<file path="config.mk">
export PLATFORM = sky130hd
export DESIGN_NAME = chain_tail_flat
export DESIGN_NICKNAME = d
export VERILOG_FILES = /design/src/rtl/chain_tail_if.sv /design/src/rtl/chain_tail.sv /design/src/flat_wrapper.sv
export SDC_FILE = /design/constraint.sdc
export NUM_CORES = 1
export LEC_CHECK = 0
export ABC_CLOCK_PERIOD_IN_PS = 4600
export BUFFER_PORTS_ARGS = -buffer_cell sky130_fd_sc_hd__buf_2
export CORE_UTILIZATION = 56
export DETAILED_ROUTE_END_ITERATION = 8
export GPL_TIMING_DRIVEN = 0
export PLACE_DENSITY = 0.75
export SKIP_CTS_REPAIR_TIMING = 1
export SLEW_MARGIN = 0
export SYNTH_ARGS = -nofsm -noshare
export SYNTH_HDL_FRONTEND = slang
export SYNTH_SLANG_ARGS = --single-unit
</file>
<file path="constraint.sdc">
create_clock -name clk -period 4.6 [get_ports clk]
set_input_delay 0.46 -clock clk [delete_from_list [all_inputs] [get_ports clk]]
set_output_delay 0.46 -clock clk [all_outputs]
set_load 0.01 [all_outputs]
</file>
<file path="src/rtl/chain_tail_if.sv">
// chain_tail_if: opcode package and the packet/event bus between chain end, tail stage and host.
package chain_pkg;
  typedef enum logic [2:0] {DEL, ADD, SET, RDC, MSC} opcode_e;
  localparam logic [27:0] UNF = 28'd1;
  localparam logic [27:0] FLL = 28'd2;
endpackage

interface chain_tail_if #(parameter int CW = 16);
  import chain_pkg::*;
  logic wrm, wrs, wmo, ev_valid, ev_ready, conflict, overflow, round_done;
  opcode_e wop;
  logic [27:0] wid, ev_id, conflict_id, overflow_id;
  logic [1:0] ev_kind;
  logic [CW-1:0] unit_count;
  modport master(output wrm, wop, wmo, wid, ev_ready,
                 input wrs, ev_valid, ev_kind, ev_id, conflict, conflict_id,
                 overflow, overflow_id, unit_count, round_done);
  modport slave(input wrm, wop, wmo, wid, ev_ready,
                output wrs, ev_valid, ev_kind, ev_id, conflict, conflict_id,
                overflow, overflow_id, unit_count, round_done);
endinterface

</file>
<file path="src/rtl/chain_tail.sv">
// chain_tail: end-of-chain sink turning RDC/MSC UNF packets into a buffered event stream plus sticky status.
module chain_tail
  import chain_pkg::*;
#(
  parameter int DEPTH = 16,
  parameter int CW = 16
) (
  input logic clk,
  input logic rst,
  chain_tail_if.slave bus
);
  localparam int AW = $clog2(DEPTH);
  logic [29:0] mem_q [DEPTH];
  logic [AW-1:0] rp_q, rp_d, wp_q, wp_d;
  logic [AW:0] cnt_q, cnt_d;
  logic conf_q, conf_d, ovf_q, ovf_d, rd_q, rd_d;
  logic [27:0] cid_q, cid_d, oid_q, oid_d;
  logic [CW-1:0] uc_q, uc_d;
  logic acc, flush, unit, cfl, round, add, push, pop;
  logic [29:0] wdat;
  // ready depends only on the registered count, never on ev_ready
  assign bus.wrs = !rst && cnt_q != (AW+1)'(DEPTH);
  assign bus.ev_valid = cnt_q != '0;
  assign bus.ev_kind = mem_q[rp_q][29:28];
  assign bus.ev_id = mem_q[rp_q][27:0];
  assign bus.conflict = conf_q;
  assign bus.conflict_id = cid_q;
  assign bus.overflow = ovf_q;
  assign bus.overflow_id = oid_q;
  assign bus.unit_count = uc_q;
  assign bus.round_done = rd_q;
  always_comb begin
    acc = bus.wrm && bus.wrs;
    flush = acc && bus.wop == DEL;
    add = acc && bus.wop == ADD;
    unit = acc && bus.wop == RDC && bus.wmo;
    cfl = acc && bus.wop == RDC && !bus.wmo;
    round = acc && bus.wop == MSC && bus.wid == UNF;
    push = unit || cfl || round;
    pop = bus.ev_valid && bus.ev_ready;
    wdat = round ? {2'd2, 28'd0} : {cfl ? 2'd1 : 2'd0, bus.wid};
    rp_d = flush ? '0 : rp_q + AW'(pop);
    wp_d = flush ? '0 : wp_q + AW'(push);
    cnt_d = flush ? '0 : cnt_q + (AW+1)'(push) - (AW+1)'(pop);
    conf_d = !flush && (conf_q || cfl);
    cid_d = flush ? '0 : (cfl && !conf_q) ? bus.wid : cid_q;
    ovf_d = !flush && (ovf_q || add);
    oid_d = flush ? '0 : (add && !ovf_q) ? bus.wid : oid_q;
    uc_d = flush ? '0 : (unit && uc_q != '1) ? uc_q + CW'(1) : uc_q;
    rd_d = round;
  end
  always_ff @(posedge clk) begin
    if (rst) begin
      for (int i = 0; i < DEPTH; i++) mem_q[i] <= '0;
      rp_q <= '0;
      wp_q <= '0;
      cnt_q <= '0;
      conf_q <= 1'b0;
      cid_q <= '0;
      ovf_q <= 1'b0;
      oid_q <= '0;
      uc_q <= '0;
      rd_q <= 1'b0;
    end else begin
      if (push) mem_q[wp_q] <= wdat;
      rp_q <= rp_d;
      wp_q <= wp_d;
      cnt_q <= cnt_d;
      conf_q <= conf_d;
      cid_q <= cid_d;
      ovf_q <= ovf_d;
      oid_q <= oid_d;
      uc_q <= uc_d;
      rd_q <= rd_d;
    end
  end
endmodule

</file>
<file path="src/flat_wrapper.sv">
// flat-port wrapper written by rule: the top's interface ports become plain ports
module chain_tail_flat import chain_pkg::*;
#(
  parameter int DEPTH = 16,
  parameter int CW = 16
)
  (clk, rst, bus_wrm, bus_wop, bus_wmo, bus_wid, bus_ev_ready, bus_wrs, bus_ev_valid, bus_ev_kind, bus_ev_id, bus_conflict, bus_conflict_id, bus_overflow, bus_overflow_id, bus_unit_count, bus_round_done);
  chain_tail_if #(.CW(CW)) bus_i ();
  input logic clk;
  input logic rst;
  input wire logic [$bits(bus_i.wrm)-1:0] bus_wrm;
  input wire logic [$bits(bus_i.wop)-1:0] bus_wop;
  input wire logic [$bits(bus_i.wmo)-1:0] bus_wmo;
  input wire logic [$bits(bus_i.wid)-1:0] bus_wid;
  input wire logic [$bits(bus_i.ev_ready)-1:0] bus_ev_ready;
  output wire logic [$bits(bus_i.wrs)-1:0] bus_wrs;
  output wire logic [$bits(bus_i.ev_valid)-1:0] bus_ev_valid;
  output wire logic [$bits(bus_i.ev_kind)-1:0] bus_ev_kind;
  output wire logic [$bits(bus_i.ev_id)-1:0] bus_ev_id;
  output wire logic [$bits(bus_i.conflict)-1:0] bus_conflict;
  output wire logic [$bits(bus_i.conflict_id)-1:0] bus_conflict_id;
  output wire logic [$bits(bus_i.overflow)-1:0] bus_overflow;
  output wire logic [$bits(bus_i.overflow_id)-1:0] bus_overflow_id;
  output wire logic [$bits(bus_i.unit_count)-1:0] bus_unit_count;
  output wire logic [$bits(bus_i.round_done)-1:0] bus_round_done;
  assign bus_i.wrm = bus_wrm;
  assign bus_i.wop = bus_wop;
  assign bus_i.wmo = bus_wmo;
  assign bus_i.wid = bus_wid;
  assign bus_i.ev_ready = bus_ev_ready;
  assign bus_wrs = bus_i.wrs;
  assign bus_ev_valid = bus_i.ev_valid;
  assign bus_ev_kind = bus_i.ev_kind;
  assign bus_ev_id = bus_i.ev_id;
  assign bus_conflict = bus_i.conflict;
  assign bus_conflict_id = bus_i.conflict_id;
  assign bus_overflow = bus_i.overflow;
  assign bus_overflow_id = bus_i.overflow_id;
  assign bus_unit_count = bus_i.unit_count;
  assign bus_round_done = bus_i.round_done;
  chain_tail #(.DEPTH(DEPTH), .CW(CW)) u_core (.clk(clk), .rst(rst), .bus(bus_i));
endmodule
</file>
==> results of run 1 <==
-- final cells by class --
| class | instances | area [um^2] | share of cell area, % |
|---|---|---|---|
| antenna | 1 | 2.50 | 0.00826 |
| buffer | 195 | 1030 | 3.40 |
| clock buffer | 78 | 1600 | 5.27 |
| clock inverter | 30 | 318 | 1.05 |
| inverter | 10 | 42.5 | 0.140 |
| multi-input combinational | 1119 | 9740 | 32.1 |
| sequential | 568 | 16200 | 53.4 |
| tap | 615 | 769 | 2.54 |
| timing repair buffer | 117 | 623 | 2.06 |
-- sequential cells by signal, indices dropped and copies added (netlist names) --
signal,cells
u_core.bus.conflict,1
u_core.bus.conflict_id,28
u_core.bus.overflow,1
u_core.bus.overflow_id,28
u_core.bus.round_done,1
u_core.bus.unit_count,16
u_core.cnt_q,5
u_core.mem_q,480
u_core.rp_q,4
u_core.wp_q,4
-- stage by stage --
stage               setup TNS, ps  instances  hold WS (ps)  power, mW  setup slack [ps]
floorplan                       0       1892           478       7.46               286
CTS                             0       2732           129       13.0               394
detailed placement           -478       2624           448       8.23             -17.7
global placement          -122600       2622           440       8.18             -2140
global route                    0       2732           164       13.3               221
finish                          0       2733           158       13.0               278
-- worst paths after layout --
| check | start | end | slack [ps] | depth (start not counted) |
|---|---|---|---|---|
| worst max-delay path | u_core.cnt_q[3] | u_core.mem_q[10][28] | 280 | 11 |
| worst min-delay path | bus_wid[0] | u_core.bus.conflict_id[0] | 160 | 3 |
| worst max register to register | u_core.cnt_q[3] | u_core.mem_q[10][28] | 280 | 11 |
| worst min register to register | u_core.bus.overflow_id[7] | u_core.bus.overflow_id[7] | 460 | 2 |
-- layer usage --
layer  vias up  GRT usage (%)  part of all wire (%)
li1       7472              -                     -
met1      9361           47.6                    34
met2      1773           56.4                    45
met3       391           12.6                    15
met4         4           18.5                   5.6
met5         -              0                 0.029
-- cell families (layout without fill, tap and decap cells) --
family | count (synthesis) | in the layout | share of synthesized area [%]
buf+inv | 205 | 430 | 3.98
simple gates | 860 | 860 | 20.5
compound gates | 79 | 79 | 1.81
fa+ha+maj | 12 | 12 | 0.585
xor+xnor | 14 | 14 | 0.455
mux | 154 | 154 | 12.7
flops | 568 | 568 | 60.0
other cells | 0 | 1 | 0
-- cell usage after synthesis, types with 3 or more instances --
| cell type | count |
|---|---|
| sky130_fd_sc_hd__mux2i_1 | 4 |
| sky130_fd_sc_hd__mux4_2 | 150 |
| sky130_fd_sc_hd__and2_1 | 9 |
| sky130_fd_sc_hd__a31o_2 | 14 |
| sky130_fd_sc_hd__edfxtp_1 | 480 |
| sky130_fd_sc_hd__nand3_1 | 33 |
| sky130_fd_sc_hd__nor3_1 | 72 |
| sky130_fd_sc_hd__nor2_1 | 117 |
| sky130_fd_sc_hd__buf_1 | 24 |
| sky130_fd_sc_hd__nor2b_1 | 4 |
| sky130_fd_sc_hd__o21ai_0 | 4 |
| sky130_fd_sc_hd__inv_1 | 9 |
| sky130_fd_sc_hd__clkbuf_1 | 114 |
| sky130_fd_sc_hd__clkbuf_2 | 13 |
| sky130_fd_sc_hd__ha_1 | 11 |
| sky130_fd_sc_hd__nand2b_1 | 7 |
| sky130_fd_sc_hd__nor4_1 | 3 |
| sky130_fd_sc_hd__and3_1 | 7 |
| sky130_fd_sc_hd__xnor2_1 | 6 |
| sky130_fd_sc_hd__nand2_1 | 263 |
| sky130_fd_sc_hd__buf_6 | 36 |
| sky130_fd_sc_hd__or3_1 | 3 |
| sky130_fd_sc_hd__o2111ai_1 | 3 |
| sky130_fd_sc_hd__a21oi_1 | 45 |
| sky130_fd_sc_hd__o31ai_1 | 4 |
| sky130_fd_sc_hd__or4_1 | 7 |
| sky130_fd_sc_hd__nor3_2 | 318 |
| sky130_fd_sc_hd__a21o_1 | 3 |
| sky130_fd_sc_hd__nand4_1 | 4 |
| sky130_fd_sc_hd__dfxtp_1 | 88 |
| sky130_fd_sc_hd__buf_2 | 7 |
| sky130_fd_sc_hd__xor2_1 | 8 |
-- worst max-delay path: stages (launching register included) --
cell and delay (ps):
sky130_fd_sc_hd__dfxtp_1 350, sky130_fd_sc_hd__inv_1 80, sky130_fd_sc_hd__ha_1 200, sky130_fd_sc_hd__nor4bb_1 150, sky130_fd_sc_hd__or4_1 500, sky130_fd_sc_hd__or4_1 580, sky130_fd_sc_hd__buf_2 260, sky130_fd_sc_hd__clkinv_4 120
sky130_fd_sc_hd__nor2_4 70, sky130_fd_sc_hd__inv_1 200, sky130_fd_sc_hd__buf_4 240, sky130_fd_sc_hd__a31o_2 1150
-- power breakdown --
part           total, mW  internal (mW)  leakage [nW]  switching (mW)
sequential          5.85           5.76          5.57          0.0815
clock               4.88           2.77         0.938            2.11
combinational       2.31           1.01          2.98            1.30
total               13.0           9.55          9.49            3.49
==> impl_metrics.prom, run 1 <==
# TYPE chip_impl_metric gauge
chip_impl_info{name="synth_area_leader_cell",value="sky130_fd_sc_hd__edfxtp_1"} 1
chip_impl_metric{name="cts_htree_levels",unit=""} 2
chip_impl_metric{name="io-pin-count",unit=""} 143
chip_impl_metric{name="via_per_inst",unit=""} 6.95
chip_impl_metric{name="drt.antenna.violating_nets",unit=""} 0
chip_impl_metric{name="route.vias.total",unit=""} 19000
chip_impl_metric{name="netlist_instances",unit=""} 1892
chip_impl_info{name="root_buffer",value="sky130_fd_sc_hd__clkbuf_16"} 1
chip_impl_metric{name="cp.required",unit="ps"} 4820
chip_impl_info{name="layout_commonest_cell",value="sky130_fd_sc_hd__edfxtp_1"} 1
chip_impl_metric{name="critPathArrivalTime",unit="ps"} 4550
chip_impl_metric{name="clkTransAtPathRegs",unit="ps"} 70
chip_impl_metric{name="via_count_of_the_first_global_routing_pass",unit=""} 18700
chip_impl_metric{name="synthesis.area",unit="mm^2"} 0.0270
chip_impl_metric{name="place_hpwl",unit="um"} 58000
chip_impl_metric{name="clock_latency",unit="ps"} 640
chip_impl_metric{name="grt.total_usage",unit="%"} 37.0
chip_impl_info{name="setup_cp_type",value="reg2reg"} 1
chip_impl_metric{name="grt_overflow",unit=""} 0
chip_impl_metric{name="placed_cell_area",unit="mm^2"} 0.0284
chip_impl_metric{name="drt_wl_total",unit="um"} 90700
chip_impl_metric{name="layout.cell_area.non_filler",unit="mm^2"} 0.0303
chip_impl_metric{name="netlist-cell-type-count",unit=""} 51
chip_impl_info{name="ys.flop_type",value="sky130_fd_sc_hd__edfxtp_1"} 1
chip_impl_metric{name="final_nets",unit=""} 2117
chip_impl_metric{name="buffer_ports.inserted",unit=""} 115
chip_impl_metric{name="detail_route.first_pass.iterations",unit=""} 6
chip_impl_metric{name="cts_buffer_depth",unit=""} 3
chip_impl_metric{name="dr.first_iter.drc_count",unit=""} 2798
chip_impl_metric{name="antenna_violations_before_repair",unit=""} 2
chip_impl_metric{name="synth_fp_nets",unit=""} 1940
chip_impl_metric{name="synth_area_per_cell",unit="um^2"} 14.3
chip_impl_metric{name="cts.sinks",unit=""} 568
chip_impl_metric{name="average_routed_wire_per_standard_cell",unit="um"} 33.2
chip_impl_metric{name="period_needed",unit="ps"} 4320
chip_impl_metric{name="num-fill-cells",unit=""} 3496
chip_impl_metric{name="ys.warnings.count",unit=""} 0
chip_impl_metric{name="timing_max_transition_violations_final",unit=""} 0
chip_impl_info{name="setup.worst_path.start_class",value="register"} 1
chip_impl_metric{name="total_leakage_power",unit="nW"} 9.49
chip_impl_info{name="layout_common_cells",value="sky130_fd_sc_hd__edfxtp_1 (480), sky130_fd_sc_hd__nor3_2 (318), sky130_fd_sc_hd__nand2_1 (263)"} 1
chip_impl_metric{name="placement_rows",unit=""} 80
chip_impl_metric{name="synth-async-reset-ratio",unit="%"} 0
chip_impl_metric{name="grt_start_max_net_pins",unit=""} 31
chip_impl_metric{name="worst_ir_drop_on_vdd",unit="V"} 0.000315
chip_impl_metric{name="fmaxAchievable",unit="MHz"} 231
chip_impl_metric{name="portion_of_synthesized_cell_area_occupied_by_the_leading_cell_type",unit="%"} 53.4
chip_impl_metric{name="detail_route.drc_violations",unit=""} 0
chip_impl_info{name="worst_setup_path_end_kind",value="register"} 1
chip_impl_metric{name="final.period_utilization",unit="%"} 94.0
chip_impl_metric{name="worst-slew-pin-transition",unit="ps"} 1450
chip_impl_info{name="min-delay-path-class",value="in2reg"} 1
chip_impl_info{name="cts_tree",value="done"} 1
chip_impl_metric{name="drv.max_cap_violation_count",unit=""} 0
chip_impl_metric{name="design.die.area",unit="mm^2"} 0.0490
chip_impl_metric{name="final.setup_skew",unit="ps"} 29.9
chip_impl_metric{name="timing.slew.headroom",unit="%"} 3.02
chip_impl_metric{name="std_cell_core_area",unit="mm^2"} 0.0476
chip_impl_metric{name="grt_pass1_wl",unit="um"} 129000
chip_impl_metric{name="routabilityCongestion",unit=""} 0.949
chip_impl_metric{name="number_of_synthesized_flops_with_an_enable_pin",unit=""} 480
chip_impl_metric{name="floorplan.initialDensity",unit="%"} 56.6
chip_impl_metric{name="finalSetupViolations",unit=""} 0
chip_impl_metric{name="ys_seq_elements",unit=""} 568
chip_impl_metric{name="layout.core_utilization",unit="%"} 63.6
chip_impl_metric{name="p_per_area",unit="mW/mm^2"} 430
chip_impl_metric{name="finalHoldViolations",unit=""} 0
chip_impl_metric{name="fraction_of_the_yosys_area_taken_by_sequential_cells",unit="%"} 60.0
chip_impl_metric{name="tritoncts.num_buffers",unit=""} 58
chip_impl_metric{name="die_w",unit="um"} 221
chip_impl_metric{name="die_h",unit="um"} 221
chip_impl_info{name="synth_top_cells_by_area",value="sky130_fd_sc_hd__edfxtp_1 (53%), sky130_fd_sc_hd__mux4_2 (13%), sky130_fd_sc_hd__nor3_2 (12%)"} 1
chip_impl_metric{name="syn_to_final_growth",unit="%"} 12.4
chip_impl_info{name="grt_setup_unrepaired",value="false"} 1
chip_impl_metric{name="critPathMaxFanout",unit=""} 30
chip_impl_metric{name="final_layout_size_suffix_gt1_share",unit="%"} 35.6
chip_impl_info{name="run_status",value="complete, no violations"} 1
Note: power is estimated with default switching activity, not from simulation.
==> run 2: changes to the inputs <==
- BUFFER_PORTS_ARGS: -buffer_cell sky130_fd_sc_hd__buf_2 -> default
- CORE_UTILIZATION: 56 -> 58
- DONT_BUFFER_PORTS: default -> 1
- PLACE_DENSITY: 0.75 -> 0.74
==> impl_metrics.prom, run 2 (synthesis gave the netlist of run 1 again) <==
# TYPE chip_impl_metric gauge
chip_impl_metric{name="p_per_area",unit="mW/mm^2"} 433
chip_impl_metric{name="cp.required",unit="ps"} 4830
chip_impl_metric{name="layout.cell_area.non_filler",unit="mm^2"} 0.0297
chip_impl_metric{name="timing.slew.headroom",unit="%"} 0.214
chip_impl_metric{name="hold_slack",unit="ps"} -27.1
chip_impl_metric{name="drt.antenna.violating_nets",unit=""} 0
chip_impl_info{name="worst_setup_path_end_kind",value="register"} 1
chip_impl_metric{name="place_worst_setup_slack",unit="ps"} -122
chip_impl_metric{name="design.die.area",unit="mm^2"} 0.0474
chip_impl_metric{name="placement_rows",unit=""} 78
chip_impl_metric{name="timing_max_transition_violations_final",unit=""} 0
chip_impl_metric{name="worst_ir_drop_on_vdd",unit="V"} 0.000377
chip_impl_metric{name="drt_wl_total",unit="um"} 89700
chip_impl_metric{name="fmaxAchievable",unit="MHz"} 225
chip_impl_info{name="regToRegEndpoint",value="u_core.mem_q[11][21]"} 1
chip_impl_metric{name="antenna_violations_before_repair",unit=""} 1
chip_impl_metric{name="clock_latency",unit="ps"} 630
chip_impl_info{name="max_flop_register",value="u_core.mem_q"} 1
chip_impl_metric{name="grt_overflow",unit=""} 0
chip_impl_info{name="critical_path_startpoint",value="u_core.cnt_q[3]"} 1
chip_impl_info{name="grt_setup_unrepaired",value="false"} 1
chip_impl_info{name="min-delay-path-class",value="in2reg"} 1
chip_impl_metric{name="buffer_ports.inserted",unit=""} 0
chip_impl_metric{name="total_power",unit="mW"} 12.9
chip_impl_metric{name="clkTransAtPathRegs",unit="ps"} 60
chip_impl_metric{name="via_count_of_the_first_global_routing_pass",unit=""} 18500
chip_impl_info{name="violations_in_the_final_reports",value="negative hold slack, max-capacitance violations"} 1
chip_impl_metric{name="io-pin-count",unit=""} 143
chip_impl_info{name="run_status",value="finished with violations"} 1
chip_impl_metric{name="cts_htree_levels",unit=""} 2
chip_impl_metric{name="final.setup_skew",unit="ps"} 11.6
chip_impl_metric{name="place_hpwl",unit="um"} 57300
chip_impl_info{name="layout_commonest_cell",value="sky130_fd_sc_hd__edfxtp_1"} 1
chip_impl_metric{name="route.vias.total",unit=""} 18300
chip_impl_metric{name="die_w",unit="um"} 218
chip_impl_metric{name="routabilityCongestion",unit=""} 0.951
chip_impl_metric{name="average_routed_wire_per_standard_cell",unit="um"} 34.4
chip_impl_metric{name="syn_to_final_growth",unit="%"} 10.2
chip_impl_metric{name="critPathMaxFanout",unit=""} 30
chip_impl_metric{name="detail_route.first_pass.iterations",unit=""} 8
chip_impl_metric{name="die_h",unit="um"} 218
chip_impl_metric{name="detail_route.drc_violations",unit=""} 0
chip_impl_metric{name="tritoncts.num_buffers",unit=""} 57
chip_impl_info{name="setup.worst_path.start_class",value="register"} 1
chip_impl_info{name="end_of_the_critical_path",value="u_core.mem_q[11][21]"} 1
chip_impl_info{name="layout_common_cells",value="sky130_fd_sc_hd__edfxtp_1 (480), sky130_fd_sc_hd__nor3_2 (318), sky130_fd_sc_hd__nand2_1 (263)"} 1
chip_impl_metric{name="final_nets",unit=""} 2002
chip_impl_metric{name="largest_register_ffs",unit=""} 480
chip_impl_metric{name="worst-slew-pin-transition",unit="ps"} 1500
chip_impl_metric{name="critPathArrivalTime",unit="ps"} 4680
chip_impl_metric{name="fin_tns_setup",unit="ps"} 0
chip_impl_info{name="cts_tree",value="done"} 1
chip_impl_metric{name="period_needed",unit="ps"} 4450
chip_impl_metric{name="finalSetupViolations",unit=""} 0
chip_impl_metric{name="placed_cell_area",unit="mm^2"} 0.0278
chip_impl_metric{name="finalHoldViolations",unit=""} 1
chip_impl_info{name="reg2reg_from",value="u_core.cnt_q[3]"} 1
chip_impl_metric{name="total_leakage_power",unit="nW"} 8.89
chip_impl_metric{name="dr.first_iter.drc_count",unit=""} 2538
chip_impl_metric{name="floorplan.initialDensity",unit="%"} 59.2
chip_impl_metric{name="grt_start_max_net_pins",unit=""} 31
chip_impl_metric{name="cts_buffer_depth",unit=""} 3
chip_impl_metric{name="grt_pass1_wl",unit="um"} 127000
chip_impl_metric{name="drv.max_cap_violation_count",unit=""} 2
chip_impl_metric{name="cts.sinks",unit=""} 568
chip_impl_info{name="setup_cp_type",value="reg2reg"} 1
chip_impl_metric{name="grt.total_usage",unit="%"} 38.7
chip_impl_info{name="root_buffer",value="sky130_fd_sc_hd__clkbuf_16"} 1
chip_impl_metric{name="worst_slack",unit="ps"} 148
chip_impl_metric{name="via_per_inst",unit=""} 7.02
chip_impl_metric{name="number_of_cells_after_detailed_placement",unit=""} 2494
chip_impl_metric{name="worst_reg_to_reg_path_cell_count",unit=""} 11
chip_impl_metric{name="num-fill-cells",unit=""} 3308
chip_impl_info{name="hp-start",value="bus_wid[0]"} 1
chip_impl_metric{name="final_layout_size_suffix_gt1_share",unit="%"} 31.7
chip_impl_metric{name="reg2reg_slack",unit="ps"} 150
chip_impl_metric{name="final-instance-count-excl-fill",unit=""} 2604
chip_impl_metric{name="final.period_utilization",unit="%"} 96.8
chip_impl_metric{name="std_cell_core_area",unit="mm^2"} 0.0456
-- run 2: changes by cell type in the layout (fill, tap and decap cells not counted), moves of 2 or more --
cell	before	now
sky130_fd_sc_hd__buf_2	122	7
sky130_fd_sc_hd__clkinv_1	5	14
sky130_fd_sc_hd__clkinvlp_2	2	0
sky130_fd_sc_hd__clkinv_2	13	7
sky130_fd_sc_hd__clkbuf_1	128	123
-- run 2: layout make-up --
cell class | count | area, um^2 | area share [%]
clock inverters | 33 | 319 | 1.07
clock buffers | 75 | 1590 | 5.36
inverters | 10 | 42.5 | 0.143
repair buffers | 3 | 57.6 | 0.194
well taps | 600 | 751 | 2.53
multi-input cells | 1119 | 9750 | 32.8
plain buffers | 195 | 1030 | 3.47
flip-flops and latches | 568 | 16200 | 54.4
diodes | 1 | 2.50 | 0.00842
-- run 2: power by group --
group / leakage, nW / switching, mW / internal [mW] / total (mW)
registers: 5.57 / 0.0846 / 5.76 / 5.85
clock network: 0.932 / 2.06 / 2.77 / 4.82
logic: 2.39 / 1.26 / 0.940 / 2.20
-- run 2: worst min-delay path by stage --
stage / depth (start not counted) / slack, ps / endpoint
6_report: 2 / -30 / u_core.bus.overflow_id[0]
5_1_grt: 2 / 3 / u_core.bus.overflow_id[0]
4_1_cts: 2 / -70 / u_core.bus.conflict_id[0]
3_5_place_dp: 2 / 500 / u_core.bus.conflict_id[18]
3_3_place_gp: 2 / 490 / u_core.bus.conflict_id[18]
2_1_floorplan: 2 / 480 / u_core.bus.conflict_id[0]
-- run 2: routing by layer --
metal	vias to the layer above	global-route usage [%]	wire length (um)
met5	-	0.729	47
met3	386	13.7	13600
met1	9006	47.9	29600
met4	2	22.5	5880
li1	7264	-	-
met2	1621	59.0	40500
-- run 2: through the flow --
| step | hold slack [ps] | utilization (%) |
|---|---|---|
| final | -27.1 | 65.2 |
| after floorplan | 478 | - |
| after global placement | 493 | 60.8 |
| after global routing | 3.43 | 65.2 |
| after CTS | -70.0 | 65.2 |
| after detailed placement | 496 | 61.0 |
-- run 2: worst max-delay path, cell delays in order, from the launching register on --
cell                       delay, ps
sky130_fd_sc_hd__dfxtp_1         340
sky130_fd_sc_hd__inv_1            70
sky130_fd_sc_hd__ha_1            210
sky130_fd_sc_hd__nor4bb_1        190
sky130_fd_sc_hd__or4_1           530
sky130_fd_sc_hd__or4_1           600
sky130_fd_sc_hd__buf_2           270
sky130_fd_sc_hd__clkinv_4        110
sky130_fd_sc_hd__nor2_4           70
sky130_fd_sc_hd__inv_1           210
sky130_fd_sc_hd__buf_4           240
sky130_fd_sc_hd__a31o_2         1180
